===== src/rtl/seg7_pkg.sv =====
// seg7_pkg: shared types and constants for the multiplexed 7-segment driver.
//   state_t : scan FSM states (IDLE, SHOW, GUARD)
//   GLYPH   : active-high glyph table indexed by nibble, bit order {g,f,e,d,c,b,a}
package seg7_pkg;

    typedef enum logic [1:0] {
        IDLE  = 2'd0,
        SHOW  = 2'd1,
        GUARD = 2'd2
    } state_t;

    localparam logic [6:0] GLYPH [16] = '{
        7'h3F, 7'h06, 7'h5B, 7'h4F,   // 0 1 2 3
        7'h66, 7'h6D, 7'h7D, 7'h07,   // 4 5 6 7
        7'h7F, 7'h6F, 7'h77, 7'h7C,   // 8 9 A b
        7'h39, 7'h5E, 7'h79, 7'h71    // C d E F
    };

endpackage


===== src/rtl/seg7_mux_driver_if.sv =====
// seg7_mux_driver_if: host/display bundle for seg7_mux_driver.
//   en, load, din, dp_in, blank_in : host -> driver (display data and control)
//   seg, dp, an, frame_start       : driver -> pins / host
// master = host side, slave = driver side.
interface seg7_mux_driver_if #(
    parameter int unsigned NUM_DIGITS = 4
) ();

    logic                      en;
    logic                      load;
    logic [4*NUM_DIGITS-1:0]   din;
    logic [NUM_DIGITS-1:0]     dp_in;
    logic [NUM_DIGITS-1:0]     blank_in;
    logic [6:0]                seg;
    logic                      dp;
    logic [NUM_DIGITS-1:0]     an;
    logic                      frame_start;

    modport master (
        output en, load, din, dp_in, blank_in,
        input  seg, dp, an, frame_start
    );

    modport slave (
        input  en, load, din, dp_in, blank_in,
        output seg, dp, an, frame_start
    );

endinterface


===== src/rtl/seg7_hex_decode.sv =====
// seg7_hex_decode: combinational nibble to active-high segment decode.
//   nib   : hex value 0..F
//   seg_c : segments {g,f,e,d,c,b,a}, 1 = lit
module seg7_hex_decode
    import seg7_pkg::*;
(
    input  logic [3:0] nib,
    output logic [6:0] seg_c
);

    always_comb seg_c = GLYPH[nib];

endmodule


===== src/rtl/seg7_mux_driver.sv =====
// seg7_mux_driver: time-multiplexed 7-segment display driver with tear-free
// double buffering (pending -> shadow at frame start) and guard gaps between digits.
//   clk, rst : rising-edge clock, synchronous active-high reset
//   bus      : seg7_mux_driver_if.slave (en/load/din/dp_in/blank_in in,
//              seg/dp/an/frame_start out, all outputs registered)
// Optional: define SEG7_LZB_EN to enable leading-zero blanking.
module seg7_mux_driver
    import seg7_pkg::*;
#(
    parameter int unsigned NUM_DIGITS     = 4,
    parameter int unsigned PRESCALE       = 50000,
    parameter int unsigned GUARD_CYCLES   = 2,
    parameter bit          SEG_ACTIVE_LOW = 1'b1,
    parameter bit          AN_ACTIVE_LOW  = 1'b1
) (
    input  logic             clk,
    input  logic             rst,
    seg7_mux_driver_if.slave bus
);

    localparam int unsigned DW = 4 * NUM_DIGITS;
    localparam int unsigned IW = (NUM_DIGITS > 1) ? $clog2(NUM_DIGITS) : 1;
    localparam int unsigned PW = $clog2(PRESCALE);
    localparam int unsigned GW = (GUARD_CYCLES > 1) ? $clog2(GUARD_CYCLES) : 1;

    localparam logic [6:0]            SEG_OFF = SEG_ACTIVE_LOW ? 7'h7F : 7'h00;
    localparam logic                  DP_OFF  = SEG_ACTIVE_LOW;
    localparam logic [NUM_DIGITS-1:0] AN_OFF  = AN_ACTIVE_LOW ? {NUM_DIGITS{1'b1}} : {NUM_DIGITS{1'b0}};

    state_t                state;
    logic [IW-1:0]         idx;
    logic [PW-1:0]         presc;
    logic [GW-1:0]         gcnt;
    logic [DW-1:0]         pend_din,   shad_din;
    logic [NUM_DIGITS-1:0] pend_dp,    shad_dp;
    logic [NUM_DIGITS-1:0] pend_blank, shad_blank;

    logic                  commit_c;
    logic [DW-1:0]         cur_din_c;
    logic [NUM_DIGITS-1:0] cur_dp_c;
    logic [NUM_DIGITS-1:0] cur_blank_c;
    logic [NUM_DIGITS-1:0] dark_c;
    logic [NUM_DIGITS-1:0] an_hi_c;
    logic [3:0]            nib_c;
    logic                  dp_sel_c;
    logic                  dark_sel_c;
    logic [6:0]            glyph_c;

    // First SHOW cycle of digit 0: the frame boundary where pending becomes shadow.
    // A load in this same cycle bypasses pending so the new frame already uses it.
    always_comb begin
        commit_c    = (state == SHOW) && (idx == '0) && (presc == '0);
        cur_din_c   = shad_din;
        cur_dp_c    = shad_dp;
        cur_blank_c = shad_blank;
        if (commit_c) begin
            cur_din_c   = bus.load ? bus.din      : pend_din;
            cur_dp_c    = bus.load ? bus.dp_in    : pend_dp;
            cur_blank_c = bus.load ? bus.blank_in : pend_blank;
        end
    end

`ifdef SEG7_LZB_EN
    logic lead_c;

    // Blank zeros from the top digit down; a non-zero digit or a lit dp ends it.
    always_comb begin
        dark_c = cur_blank_c;
        lead_c = 1'b1;
        for (int k = int'(NUM_DIGITS) - 1; k >= 1; k--) begin
            if (lead_c && (cur_din_c[k*4 +: 4] == 4'h0) && !cur_dp_c[k]) begin
                dark_c[k] = 1'b1;
            end else begin
                lead_c = 1'b0;
            end
        end
    end
`else
    always_comb dark_c = cur_blank_c;
`endif

    // Select the active digit's data and build the active-high anode vector.
    always_comb begin
        nib_c      = 4'h0;
        dp_sel_c   = 1'b0;
        dark_sel_c = 1'b1;
        an_hi_c    = '0;
        for (int unsigned k = 0; k < NUM_DIGITS; k++) begin
            if (IW'(k) == idx) begin
                nib_c      = cur_din_c[k*4 +: 4];
                dp_sel_c   = cur_dp_c[k];
                dark_sel_c = dark_c[k];
                an_hi_c[k] = 1'b1;
            end
        end
    end

    seg7_hex_decode u_dec (
        .nib   (nib_c),
        .seg_c (glyph_c)
    );

    // Scan FSM, data buffers and registered pin drivers.
    always_ff @(posedge clk) begin
        if (rst) begin
            state           <= IDLE;
            idx             <= '0;
            presc           <= '0;
            gcnt            <= '0;
            pend_din        <= '0;
            pend_dp         <= '0;
            pend_blank      <= '1;
            shad_din        <= '0;
            shad_dp         <= '0;
            shad_blank      <= '1;
            bus.seg         <= SEG_OFF;
            bus.dp          <= DP_OFF;
            bus.an          <= AN_OFF;
            bus.frame_start <= 1'b0;
        end else begin
            if (bus.load) begin
                pend_din   <= bus.din;
                pend_dp    <= bus.dp_in;
                pend_blank <= bus.blank_in;
            end
            shad_din   <= cur_din_c;
            shad_dp    <= cur_dp_c;
            shad_blank <= cur_blank_c;

            // en is also gated here so the pins go dark on the edge that sees en=0.
            if (bus.en && (state == SHOW)) begin
                bus.an          <= AN_ACTIVE_LOW ? ~an_hi_c : an_hi_c;
                bus.seg         <= dark_sel_c ? SEG_OFF
                                 : (SEG_ACTIVE_LOW ? ~glyph_c : glyph_c);
                bus.dp          <= dark_sel_c ? DP_OFF : (SEG_ACTIVE_LOW ? ~dp_sel_c : dp_sel_c);
                bus.frame_start <= commit_c;
            end else begin
                bus.an          <= AN_OFF;
                bus.seg         <= SEG_OFF;
                bus.dp          <= DP_OFF;
                bus.frame_start <= 1'b0;
            end

            if (!bus.en) begin
                state <= IDLE;
                idx   <= '0;
                presc <= '0;
                gcnt  <= '0;
            end else begin
                case (state)
                    IDLE: begin
                        state <= SHOW;
                        idx   <= '0;
                        presc <= '0;
                        gcnt  <= '0;
                    end
                    SHOW: begin
                        if (presc == PW'(PRESCALE - 1)) begin
                            state <= GUARD;
                            presc <= '0;
                        end else begin
                            presc <= presc + 1'b1;
                        end
                    end
                    GUARD: begin
                        if (gcnt == GW'(GUARD_CYCLES - 1)) begin
                            state <= SHOW;
                            gcnt  <= '0;
                            idx   <= (idx == IW'(NUM_DIGITS - 1)) ? '0 : idx + 1'b1;
                        end else begin
                            gcnt <= gcnt + 1'b1;
                        end
                    end
                    default: state <= IDLE;
                endcase
            end
        end
    end

endmodule


===== src/flat_wrapper.sv =====
// flat-port wrapper written by rule: the top's interface ports become plain ports
module seg7_mux_driver_flat import seg7_pkg::*;
#(
    parameter int unsigned NUM_DIGITS     = 4,
    parameter int unsigned PRESCALE       = 50000,
    parameter int unsigned GUARD_CYCLES   = 2,
    parameter bit          SEG_ACTIVE_LOW = 1'b1,
    parameter bit          AN_ACTIVE_LOW  = 1'b1
)
  (clk, rst, bus_en, bus_load, bus_din, bus_dp_in, bus_blank_in, bus_seg, bus_dp, bus_an, bus_frame_start);
  seg7_mux_driver_if #(.NUM_DIGITS(NUM_DIGITS)) bus_i ();
  input  logic clk;
  input  logic rst;
  input wire logic [$bits(bus_i.en)-1:0] bus_en;
  input wire logic [$bits(bus_i.load)-1:0] bus_load;
  input wire logic [$bits(bus_i.din)-1:0] bus_din;
  input wire logic [$bits(bus_i.dp_in)-1:0] bus_dp_in;
  input wire logic [$bits(bus_i.blank_in)-1:0] bus_blank_in;
  output wire logic [$bits(bus_i.seg)-1:0] bus_seg;
  output wire logic [$bits(bus_i.dp)-1:0] bus_dp;
  output wire logic [$bits(bus_i.an)-1:0] bus_an;
  output wire logic [$bits(bus_i.frame_start)-1:0] bus_frame_start;
  assign bus_i.en = bus_en;
  assign bus_i.load = bus_load;
  assign bus_i.din = bus_din;
  assign bus_i.dp_in = bus_dp_in;
  assign bus_i.blank_in = bus_blank_in;
  assign bus_seg = bus_i.seg;
  assign bus_dp = bus_i.dp;
  assign bus_an = bus_i.an;
  assign bus_frame_start = bus_i.frame_start;
  seg7_mux_driver #(.NUM_DIGITS(NUM_DIGITS), .PRESCALE(PRESCALE), .GUARD_CYCLES(GUARD_CYCLES), .SEG_ACTIVE_LOW(SEG_ACTIVE_LOW), .AN_ACTIVE_LOW(AN_ACTIVE_LOW)) u_core (.clk(clk), .rst(rst), .bus(bus_i));
endmodule

===== config.mk =====
export PLATFORM = sky130hd
export DESIGN_NAME = seg7_mux_driver_flat
export DESIGN_NICKNAME = d
export VERILOG_FILES = /design/src/rtl/seg7_pkg.sv /design/src/rtl/seg7_mux_driver_if.sv /design/src/rtl/seg7_hex_decode.sv /design/src/rtl/seg7_mux_driver.sv /design/src/flat_wrapper.sv
export SDC_FILE = /design/constraint.sdc
export NUM_CORES = 1
export LEC_CHECK = 0
export BUFFER_PORTS_ARGS = -buffer_cell sky130_fd_sc_hd__buf_4
export CORE_AREA = 2 2 87 89
export DETAILED_ROUTE_END_ITERATION = 8
export DIE_AREA = 0 0 89 91
export PLACE_DENSITY = 0.76
export SLEW_MARGIN = 40
export SYNTH_ARGS = -nofsm -noshare
export SYNTH_HDL_FRONTEND = slang
export SYNTH_SLANG_ARGS = --single-unit

===== constraint.sdc =====
create_clock -name clk -period 7.6 [get_ports clk]
set_clock_uncertainty 0.05 [all_clocks]
set_input_delay 1.52 -clock clk [delete_from_list [all_inputs] [get_ports clk]]
set_output_delay 1.52 -clock clk [all_outputs]
set_load 0.02 [all_outputs]

Word level (Yosys, flattened, before mapping)
Memories as Yosys holds them, arrays and structs flattened.
Index checks and enable logic that the tools add are counted.
Word-level totals
  output and inout port bits: 13
  bits of input ports: 28
  register bits: 82
  logic and storage cells: 81
  memories: 1
  ROM bits: 112
Operators by class
  magnitude comparators: 1
  reduce and logical (&&, ||, !) cells: 13
  add/sub/neg operators: 3
  equality and inequality tests: 9
  muxes and demuxes: 34
  bitwise gates (word level): 6
Memory list
  (name not given): words 16, bits a word 7, read ports 1, clocked after Yosys merged registers in 0, wr ports 0, RTL line seg7_hex_decode.sv:11  | always_comb seg_c = GLYPH[nib];
Operators with widths (number)
  two-way mux 16 bit: 3
  two-way mux 4 bit: 8
  case mux 16 bit (2 select lines): 1
  adder 16 x 1 -> 16 bit, second input constant: 1
  equality test 16 bit, second input constant: 1
  logical NOT 16 bit: 1
  two-way mux 7 bit: 2
  two-way mux 1 bit: 13
  two-way mux 2 bit: 4
  inverter 7 bit: 1
  case mux 2 bit (3 select lines): 1
  greater-or-equal comparator 5 bit, second input constant: 1
  inverter 4 -> 5 bit: 1
  equality test 2 bit, first input constant: 2
  equality test 2 bit, second input constant: 2
  logical NOT 2 bit: 2
  inverter 4 bit: 1
  case mux 2 bit (2 select lines): 1
  AND reduction 2 bit: 2
  nonzero test 2 bit: 2
  OR reduction 2 bit: 2
  logical AND 1 bit: 3
  inverter 1 bit: 3
  OR reduction 3 bit: 1
  7 further kinds: 7

Longest topological paths before layout
Gate-level depths: netlist (run 1).
  depth after elaboration: 13
  depth in mapped cells: 15
  mapped depth without buffers: 13

By module
A second synthesis (run 1) with hierarchy kept.
Second synthesis, totals
  cell total of the unflattened synthesis: 417
  area, all modules: 3774.9 um^2
Modules (own cells, without submodules)
  seg7_mux_driver: cells an instance 384, times used 1, area each 3492.1 um^2, seq. area each 1641.6 um^2
  seg7_hex_decode: cells an instance 33, times used 1, area each 282.8 um^2, seq. area each 0.0 um^2

Worst setup path after synthesis (run 1)
OpenSTA, ideal clock, no wires.
  path type: input-to-reg
  from: input bus_load
  to: register u_core.bus.seg[3]
  stages: 12
  library setup time: 0.124 ns
  data required time: 7.426 ns
  arrival time: 3.659 ns
  path buffers: 3
  path slack: 3.767 ns
  cell sequence: buf_2 -> buf_2 -> buf_2 -> mux2i_1 -> nor2_2 -> a21oi_1 -> a221oi_2 -> inv_1 -> ha_1 -> a21oi_1 -> a211oi_1 -> o21ai_1
Between the ends
  cells in the longest elaborated chain, start to end: 11
  elaborated cells on any way between the ends: 18
  classes of those cells: 14 x mux; 2 x bitwise; 1 x reduce/logical; 1 x memory
Ends and longest elaborated chain
  from (decl): RTL line flat_wrapper.sv:15  | input wire logic [$bits(bus_i.load)-1:0] bus_load;
  two-way mux 16 bit: RTL line seg7_mux_driver.sv:57  | cur_din_c = bus.load ? bus.din : pend_din;
  two-way mux 16 bit: RTL line seg7_mux_driver.sv:56  | if (commit_c) begin
  two-way mux 4 bit (4 in a row): RTL line seg7_mux_driver.sv:89  | if (IW'(k) == idx) begin
  inverter 4 -> 5 bit (not written as such): RTL line seg7_hex_decode.sv:11
  memory (16 x 7 bit)
  two-way mux 7 bit (not written as such) (2 in a row): RTL line seg7_hex_decode.sv:11
  inverter 7 bit: RTL line seg7_mux_driver.sv:134  | : (SEG_ACTIVE_LOW ? ~glyph_c : glyph_c);
  to (signal assigned): RTL line seg7_mux_driver.sv:133  | bus.seg <= dark_sel_c ? SEG_OFF
  to (decl): RTL line seg7_mux_driver_if.sv:26  | output seg, dp, an, frame_start
Parallel ways exist; a longest one is shown, timed or not. The select of a mux whose other input is x is not followed.
A chain may end at the register's enable or synchronous reset.

Worst setup path in the final report (run 1)
  from: register u_core.idx[0]
  to: register u_core.bus.seg[3]
Between the ends
  cells in the longest elaborated chain, start to end: 13
  elaborated cells on any way between the ends: 22
  classes of those cells: 3 x eq/ne; 12 x mux; 2 x bitwise; 4 x reduce/logical; 1 x memory
Ends and longest elaborated chain
  from (decl): RTL line seg7_mux_driver.sv:31  | logic [IW-1:0] idx;
  from (signal assigned): RTL line seg7_mux_driver.sv:169  | idx <= (idx == IW'(NUM_DIGITS - 1)) ? '0 : idx + 1'b1;
  logical NOT 2 bit: RTL line seg7_mux_driver.sv:52, seg7_mux_driver.sv:89
  logical AND 1 bit (2 in a row): RTL line seg7_mux_driver.sv:52  | commit_c = (state == SHOW) && (idx == '0) && (presc == '0);
  two-way mux 16 bit: RTL line seg7_mux_driver.sv:56
  two-way mux 4 bit (4 in a row): RTL line seg7_mux_driver.sv:89
  inverter 4 -> 5 bit (not written as such): RTL line seg7_hex_decode.sv:11
  memory (16 x 7 bit)
  two-way mux 7 bit (not written as such) (2 in a row): RTL line seg7_hex_decode.sv:11
  inverter 7 bit: RTL line seg7_mux_driver.sv:134
Parallel ways exist; a longest one is shown, timed or not. The select of a mux whose other input is x is not followed.

==> impl_metrics.toml, run 1 <==
[status]
status = "finished, final reports clean"

[synth]
ys.flop_type = "dfxtp_1"
ys_types = 64
ys_seq_area_share_pct = 42.4
syn_area_um2 = 3870
postSynthCellCount = 418
yosysWarnings = 0
async_flop_share_pct = 0
synth_area_per_cell_um2 = 9.26
synth_fp_nets = 458
synth_edf_count = 0
synth_seq_cells = 82

[clocking]
path_clk_slew_ps = 80
clock-root-buffer = "clkbuf_8"
numCtsBuffers = 9
ctsHoldBuffers = 0
clock_path_buffers = 2
clock_sinks = 82
ctsResizeCount = 0
insertion_delay_ps = 360
cts_tree = "built"
post_cts_buffers = 0
htreeDepth = 3

[placement]
place.port_buffers = 40
place.gp.congestion = 0.981
dp_cells = 534
hpwl_um = 5590
post-place-ws_ps = 3790

[finish]
final_layout_size_suffix_gt1_share_pct = 21.3
nets = 486
area_delta_synth_final_pct = 12.9
n_antenna_cell = 0
final_util_pct = 61.2
fillers = 623
stdcell_count = 550

[timing]
fin_crit_ps = 3580
fin_crit_sh_pct = 47.1
rsz0062_at_grt = "no"
worstMarginPinSlew_ps = 669
hold_viol = 0
setup-violations-final = 0
fin_ws_ps = 4020
drv_slew = 0
whs_ps = 425
clock.fmax_mhz = 279
slew_headroom_pct = 55.4
fin_setup_tns_ps = 0

[worst_setup_path]
critical_path.cell_chain = "inv_1 > ha_1 > and4bb_1 > and4_1 > nand2_2 > nor2_2 > a21oi_1 > a221oi_2 > inv_1 > ha_1 > a21oi_1 > a211oi_1 > o21ai_1"
cp.depth = 13
worst_ep_required_time_ps = 7790
slowest_stage = "a221oi_2"
r2r_start = "u_core.idx[0]"
rr_endpoint = "u_core.bus.seg[3]"
crit_path_max_incr_delay_ps = 530
crit_family = "simple AND/OR/NAND/NOR gates"
critPathLaunchType = "register"
worstSetupEndpointType = "register"
worstSetupPathType = "reg2reg"
r2r_slack_ps = 4020
crit_buf_inv = 2
critPathArrivalTime_ps = 3770
reg2reg_depth = 13
cp_max_fo = 20

[worst_hold_path]
hp-class = "reg2reg"
min_from = "u_core.shad_blank[1]"
hold_end = "u_core.shad_blank[1]"
holdPathStages = 2

[die]
die_x_um = 89
die_h_um = 91
core_um2 = 7140
initial_core_util_pct = 54.2
num_io_pins = 41
row_count = 31
dieArea_um2 = 8100

[routing]
dr.pass1.iters = 5
vias_per_cell = 5.50
drt-total-wl_um = 7960
dr.first_iter.drc_count = 154
via_count = 3027
drc = 0
wl_per_cell_um = 14.5
drtAntennaViolNets = 0

[power]
switchingPower_mw = 0.229
seq_power_share_pct = 53.1
clockPowerShare_pct = 35.4
combPwrFrac_pct = 11.5
peakVddDrop_mv = 0.106
p_leak_nw = 1.71
internal_power_mw = 0.618
powerDensity_nw_per_um2 = 194
swShare_pct = 27.1

[flow_run]
cap_violations = 0

[global_routing]
grt_pass1_vias = 2874
grt_max_degree = 50
antenna_found_initial = 0
grt_overflow = 0
grt_pass1_wl_um = 13100
track_usage_pct = 20.4
-- cell usage in the layout, fill, tap and decap left out, types with 4 or more instances in the layout --
cell type / netlist / routed
dfxtp_1: 82 / 81
nor2_1: 58 / 58
buf_4: 0 / 40
a21oi_1: 38 / 38
mux2i_1: 26 / 26
nand2_1: 19 / 19
nor2b_1: 15 / 15
o21ai_0: 13 / 13
ha_1: 12 / 12
nand3_1: 10 / 10
nand2b_1: 11 / 10
clkbuf_8: 0 / 10
inv_1: 9 / 9
or3_1: 8 / 8
a211oi_1: 7 / 7
o21ai_1: 7 / 7
mux2_2: 6 / 6
nand3b_1: 6 / 6
or2_2: 4 / 4
and3_1: 4 / 4
a22oi_1: 4 / 4
-- metal layers --
metal | vias to the layer above | part of all wire [%] | track usage, %
met5 | - | 0 | 0
met4 | 0 | 1.2 | 7.59
met3 | 9 | 3.9 | 3.45
met2 | 66 | 51 | 35.3
met1 | 1431 | 44 | 25.0
li1 | 1521 | - | -
-- cells in the mapped netlist (4+ instances only) --
cell	count	area, um^2
o21ai_0	13	65.1
nor2b_1	15	93.8
mux2_2	6	67.6
nand2_1	19	71.3
dfxtp_1	82	1640
mux2i_1	26	260
inv_1	9	33.8
a22oi_1	4	30.0
and3_1	4	25.0
a21oi_1	38	190
nand3b_1	6	45.0
nand2b_1	11	68.8
or2_2	4	25.0
or3_1	8	50.1
clkbuf_1	13	48.8
a211oi_1	7	52.6
o21ai_1	7	35.0
buf_2	6	30.0
nor2_1	58	218
nand3_1	10	50.1
ha_1	12	150
-- worst max-delay path by stage --
stage / startpoint / end / slack, ps
floorplan: bus_load / u_core.bus.seg[3] / 3770
global placement: bus_load / u_core.bus.seg[3] / 3850
detailed placement: bus_load / u_core.bus.seg[3] / 3790
CTS: u_core.state[1] / u_core.bus.seg[3] / 3950
global route: u_core.idx[1] / u_core.bus.seg[3] / 3690
finish: u_core.idx[0] / u_core.bus.seg[3] / 4020
-- power by group through the flow --
stage          Combinational [mW]  Sequential (mW)  Clock (mW)
6_report                   0.0976            0.449       0.300
5_1_grt                     0.108            0.451       0.321
4_1_cts                    0.0976            0.450       0.303
3_5_place_dp               0.0967            0.460           0
3_3_place_gp               0.0949            0.459           0
2_1_floorplan              0.0726            0.459           0
-- sequential cells by signal, summed over array words and instances (netlist names), 2 cells and up --
| name | count |
|---|---|
| u_core.bus.an | 4 |
| u_core.bus.seg | 7 |
| u_core.idx | 2 |
| u_core.pend_blank | 4 |
| u_core.pend_din | 16 |
| u_core.pend_dp | 4 |
| u_core.presc | 16 |
| u_core.shad_blank | 4 |
| u_core.shad_din | 16 |
| u_core.shad_dp | 4 |
| u_core.state | 2 |
-- kinds of logic after synthesis --
group           count (synthesis)  synth area share, %
compound gates                 99                 17.8
fa+ha+maj                      12                 3.88
buf+inv                        32                 3.88
flops                          82                 42.4
mux                            32                 8.47
simple gates                  161                 23.5
-- layout make-up --
type                            instances  area, um^2  share of cell area [%]
Clock buffer                           10         138                    3.15
Clock inverter                          6        48.8                    1.12
Inverter                                9        33.8                   0.773
Multi-Input combinational cell        304        2080                    47.6
Sequential cell                        82        1640                    37.6
Tap cell                               99         124                    2.84
Timing Repair Buffer                   40         300                    6.87
-- worst register-to-register path: cells and delay by family, from the launching register on --
| family | cells | cell delay (ps) |
|---|---|---|
| adders and majority gates | 2 | 560 |
| and+or+nand+nor | 4 | 1270 |
| buffers and inverters | 2 | 260 |
| DFF | 1 | 360 |
| AOI/OAI and AO/OA | 5 | 980 |
-- per-stage QoR --
stage,power (mW),instance area (um^2)
after detailed placement,0.556,4180
after CTS,0.850,4370
final,0.847,4370
after global routing,0.880,4370
after floorplan,0.531,3870
after global placement,0.554,4180
(Power assumes the default switching activity.)
==> run 2: changes to the inputs <==
ABC_AREA = 1   (was unset)
clock period = 3.7 ns   (was 7.6 ns; I/O delays follow)
==> run 2 against run 1 <==
Synthesized cell count grew 26%. Sequential power grew 110%. Final area grew 1.6%. Non-clock buffer count grew 4. Count of clock-buffer cells in the layout is the same.
==> impl_metrics.toml, run 2 <==
[power]
peakVddDrop_mv = 0.171
clockPowerShare_pct = 39.0
p_leak_nw = 1.98
seq_power_share_pct = 49.2
combPwrFrac_pct = 11.8
swShare_pct = 25.7
powerDensity_nw_per_um2 = 423
switchingPower_mw = 0.482
internal_power_mw = 1.40

[synth]
synth_xor_area_share_pct = 0.226
synth_area_per_cell_um2 = 7.34
synth_edf_count = 0
yosysWarnings = 0
syn_area_um2 = 3870
synth_common_cells = "137 x nand2_1, 82 x dfxtp_1, 58 x inv_1"
ys_types = 36
synth_mux_area_share_pct = 2.58
ys_seq_area_share_pct = 42.4
synth_top_family_by_area = "simple AND/OR/NAND/NOR gates"
synth_seq_cells = 82
synth_fp_nets = 568
yosys.area.top_type_share_pct = 42.4
synth-simple-area-share_pct = 29.6
synthTopCellsByArea = "dfxtp_1 42%, nand2_1 13%, inv_1 5.6%"
postSynthCellCount = 528
synth_top_area_cell = "dfxtp_1"
synth_compound_area_share_pct = 12.3
ys.flop_type = "dfxtp_1"
synthAdderAreaFrac_pct = 3.88
async_flop_share_pct = 0
synth_most_common_cell = "nand2_1"

[clocking]
numCtsBuffers = 9
path_clk_slew_ps = 90
clock_sinks = 82
clock-root-buffer = "clkbuf_8"
cts_tree = "built"
htreeDepth = 3
clock_path_buffers = 2
insertion_delay_ps = 370
post_cts_buffers = 0
ctsHoldBuffers = 0
ctsResizeCount = 0

[routing]
drc = 0
via_count = 3401
drt-total-wl_um = 8040
wl_per_cell_um = 12.0
drtAntennaViolNets = 0
dr.pass1.iters = 4
dr.first_iter.drc_count = 161
vias_per_cell = 5.09

[worst_setup_path]
r2r_slack_ps = 800
critPathArrivalTime_ps = 3100
worstSetupEndpointType = "register"
crit_family = "simple AND/OR/NAND/NOR gates"
worst_ep_required_time_ps = 3900
crit_buf_inv = 4
worstSetupPathType = "reg2reg"
cp_max_fo = 23
crit_path_max_incr_delay_ps = 340
critical_path.cell_chain = "inv_1 > ha_1 > nand2_1 > inv_1 > nand2_1 > nor2_4 > nand3_4 > o21ai_0 > nand2_1 > nand2_1 > inv_1 > ha_1 > inv_1 > nand3_1 > nand3_1 > nand3_1"
critPathLaunchType = "register"
slowest_stage = "o21ai_0"

[timing]
whs_ps = 424
slew_headroom_pct = 63.8
fin_setup_tns_ps = 0
setup-violations-final = 0
worstMarginPinSlew_ps = 541
fin_ws_ps = 805
drv_slew = 0
clock.fmax_mhz = 345
rsz0062_at_grt = "no"
hold_viol = 0
fin_crit_ps = 2900
fin_crit_sh_pct = 78.2

[die]
row_count = 31
core_um2 = 7140
initial_core_util_pct = 54.3
num_io_pins = 41
dieArea_um2 = 8100
die_x_um = 89
die_h_um = 91

[finish]
nets = 604
final_util_pct = 62.2
regArea_um2 = 1640
n_antenna_cell = 0
most-common-layout-cells = "137 x nand2_1, 82 x dfxtp_1, 58 x inv_1"
multi_input_area_um2 = 1880
final_layout_size_suffix_gt1_share_pct = 15.3
mostFrequentLayoutCell = "nand2_1"
area_delta_synth_final_pct = 14.6
reg_top3 = "u_core.pend_din: 16 flops, u_core.presc: 16 flops, u_core.shad_din: 16 flops"
fillers = 645

[placement]
place.gp.congestion = 0.862
post-place-ws_ps = 707
place.port_buffers = 40
hpwl_um = 5840

[flow_run]
cap_violations = 0

[global_routing]
antenna_found_initial = 0
grt_pass1_vias = 3126
grt_max_degree = 45
track_usage_pct = 21.6
grt_overflow = 0
grt_pass1_wl_um = 13900

[worst_hold_path]
hp-class = "reg2reg"

[status]
status = "finished, final reports clean"
-- run 2: cell count changes in the layout (fill, tap and decap cells not counted), moves of 6 or more --
cell      change
nand2b_1     -10
or3_1         -8
nand2_1     +118
inv_1        +49
nand3_1      +22
a21oi_1       -8
nand4_1      +11
mux2i_1      -16
o21ai_0       +8
mux2_2        -6
nor2b_1      -15
nand3b_1      -6
-- run 2: final cells by class --
class	instances	area share, %
inverters	62	5.27
multi-input cells	365	42.4
flip-flops and latches	82	37.0
well taps	99	2.79
repair buffers	44	7.44
clock buffers	10	3.10
clock inverters	6	2.03
-- run 2: per-layer routing --
| metal | track usage (%) | part of all wire, % |
|---|---|---|
| met5 | 0 | 0 |
| met1 | 27.1 | 47 |
| met3 | 5.45 | 4.1 |
| met2 | 35.3 | 47 |
| met4 | 8.08 | 2.0 |
-- run 2: cells by family after synthesis --
kind of cell | after synthesis
simple gates | 260
compound gates | 82
flops | 82
buf+inv | 81
fa+ha+maj | 12
mux | 10
xor+xnor | 1
-- run 2: through the flow --
step                cell area [um^2]  power (mW)  std cells
floorplan                       3870        1.11        528
global placement                4210        1.16        652
detailed placement              4210        1.17        652
CTS                             4440        1.90        668
global route                    4440        1.96        668
finish                          4440        1.88        668
-- run 2: path summary, 6_finish.rpt --
check | to | startpoint | depth (start not counted)
worst max-delay path | u_core.bus.seg[3] | u_core.idx[0] | 16
worst min register to register | u_core.pend_din[10] | u_core.pend_din[10] | 2
worst max register to register | u_core.bus.seg[3] | u_core.idx[0] | 16
worst min-delay path | u_core.pend_din[10] | u_core.pend_din[10] | 2
-- run 2: power by group through the flow --
| stage | Sequential, mW | Clock [mW] | Combinational [mW] |
|---|---|---|---|
| after floorplan | 0.945 | 0 | 0.165 |
| after global placement | 0.944 | 0 | 0.217 |
| after detailed placement | 0.946 | 0 | 0.220 |
| after CTS | 0.925 | 0.749 | 0.221 |
| after global routing | 0.928 | 0.784 | 0.252 |
| final | 0.925 | 0.732 | 0.223 |
-- run 2: worst reg2reg max path, delay by kind of cell (launching register included) --
family	cells	cell delay (ps)
DFF	1	330
adders and majority gates	2	500
buffers and inverters	4	380
AOI/OAI and AO/OA	1	350
and+or+nand+nor	9	1170
==> run 3: changes to the inputs <==
clock period = 2.9 ns   (was 3.7 ns; I/O delays follow)
==> run 3 against run 2 <==
First-iteration DRC count grew 20%. Global-route usage rose by 0.36 points. Combinational power is 33% higher. Die area unchanged. Clock power fell by 2%. Sequential power increased by 28%. Worst hold slack barely moved. Critical path depth up 2. Wire length rose by 5.6%. Setup slack worse by 530 ps. Fmax grew 10%. Largest power group unchanged. Highest routed layer unchanged.
==> impl_metrics.toml, run 3 (synthesis results as in run 2) <==
[status]
status = "finished, final reports clean"

[power]
powerDensity_nw_per_um2 = 492
total_power_mw = 2.19
peakVddDrop_mv = 0.235
p_leak_nw = 1.98

[finish]
stdcell_count = 676
mostFrequentLayoutCell = "nand2_1"
n_antenna_cell = 0
reg_top3 = "u_core.pend_din: 16 flops, u_core.presc: 16 flops, u_core.shad_din: 16 flops"
most-common-layout-cells = "136 x nand2_1, 82 x dfxtp_1, 58 x inv_1"
area_delta_synth_final_pct = 14.9
fillers = 668
nets = 613
final_layout_size_suffix_gt1_share_pct = 16.6

[timing]
drv_slew = 0
fin_crit_ps = 2630
setup-violations-final = 0
fin_setup_tns_ps = 0
slew_headroom_pct = 68.1
fin_ws_ps = 271
worstMarginPinSlew_ps = 477
fin_crit_sh_pct = 90.6
whs_ps = 424
hold_viol = 0
rsz0062_at_grt = "no"
clock.fmax_mhz = 380

[worst_setup_path]
worstSetupPathType = "reg2reg"
cpMostUsedCell = "nand2_1"
r2r_slack_ps = 270
crit_family = "simple AND/OR/NAND/NOR gates"
worst_ep_required_time_ps = 3090
slowest_stage = "dfxtp_1"
critPathArrivalTime_ps = 2820
rr_endpoint = "u_core.bus.seg[1]"
r2r_start = "u_core.idx[0]"
reg2reg_depth = 18
worstSetupEndpointType = "register"
critPathLaunchType = "register"
crit_buf_inv = 4
cp-startpoint = "u_core.idx[0]"
critical_path.cell_chain = "inv_1 > ha_2 > nand2_1 > inv_1 > nand2_1 > nor2_4 > buf_4 > nand3_2 > nand2_1 > o21ai_0 > nand2_1 > nand2_2 > inv_1 > ha_1 > nand2_1 > nor2_1 > nor2_1 > nand2_1"
crit_path_max_incr_delay_ps = 340
cp_max_fo = 10

[flow_run]
cap_violations = 0

[clocking]
clock_sinks = 82
clock_path_buffers = 2
clock-root-buffer = "clkbuf_8"
insertion_delay_ps = 350
cts_tree = "built"
numCtsBuffers = 9
htreeDepth = 3
ctsHoldBuffers = 0
path_clk_slew_ps = 70

[die]
die_x_um = 89
initial_core_util_pct = 54.3
dieArea_um2 = 8100
row_count = 31
num_io_pins = 41
die_h_um = 91
core_um2 = 7140

[routing]
dr.first_iter.drc_count = 193
wl_per_cell_um = 12.5
dr.pass1.iters = 5
drc = 0
via_count = 3448
drt-total-wl_um = 8480
drtAntennaViolNets = 0
vias_per_cell = 5.10

[placement]
dp_cells = 657
hpwl_um = 5950
place.gp.congestion = 0.892
post-place-ws_ps = 135
place.port_buffers = 40

[worst_hold_path]
hold_end = "u_core.pend_din[5]"
min_from = "u_core.pend_din[5]"
hp-class = "reg2reg"
holdPathStages = 2

[global_routing]
grt_pass1_wl_um = 14300
grt_max_degree = 45
antenna_found_initial = 0
grt_overflow = 0
track_usage_pct = 22.0
grt_pass1_vias = 3269
-- run 3: area by class of cell --
class	count	area [um^2]	share of cell area [%]
Tap cell	99	124	2.78
Timing Repair Buffer	52	390	8.77
Multi-Input combinational cell	366	1900	42.7
Sequential cell	82	1640	36.9
Clock buffer	11	131	2.95
Inverter	62	234	5.26
Clock inverter	4	30.0	0.675
-- run 3: worst max-delay path by stage --
stage	to	slack [ps]	cells past startpoint
after global placement	u_core.bus.seg[3]	240	16
after floorplan	u_core.bus.seg[1]	500	18
after global routing	u_core.bus.seg[3]	30	18
after CTS	u_core.bus.seg[3]	90	16
after detailed placement	u_core.bus.seg[3]	140	18
final	u_core.bus.seg[1]	270	18
-- run 3: tightest hold or removal path, cell delays in order (launching register included) --
cell and delay (ps):
dfxtp_1 300, nand2_1 70, a21oi_1 60
-- run 3: per-stage QoR --
stage / utilization, % / cell area, um^2
2_1_floorplan: - / 3870
3_3_place_gp: 59.5 / 4250
3_5_place_dp: 59.5 / 4250
4_1_cts: 61.8 / 4410
5_1_grt: 62.4 / 4450
6_report: 62.4 / 4450
-- run 3: routing by layer --
layer / global-route usage [%] / part of all wire (%) / vias up
met2: 36.9 / 48 / 97
met5: 0 / 0 / -
met1: 28.0 / 45 / 1555
met4: 8.58 / 1.3 / 0
li1: - / - / 1785
met3: 3.27 / 5.3 / 11
-- run 3: repair_timing --
action                     in CTS  in global routing
gates resized for setup         0                  3
setup endpoints to repair       0                  7
buffers inserted                0                  3
-- run 3: report_power, final --
group          switching, mW  internal, mW
Clock                  0.408         0.307
Combinational          0.183         0.114
Sequential            0.0125          1.17
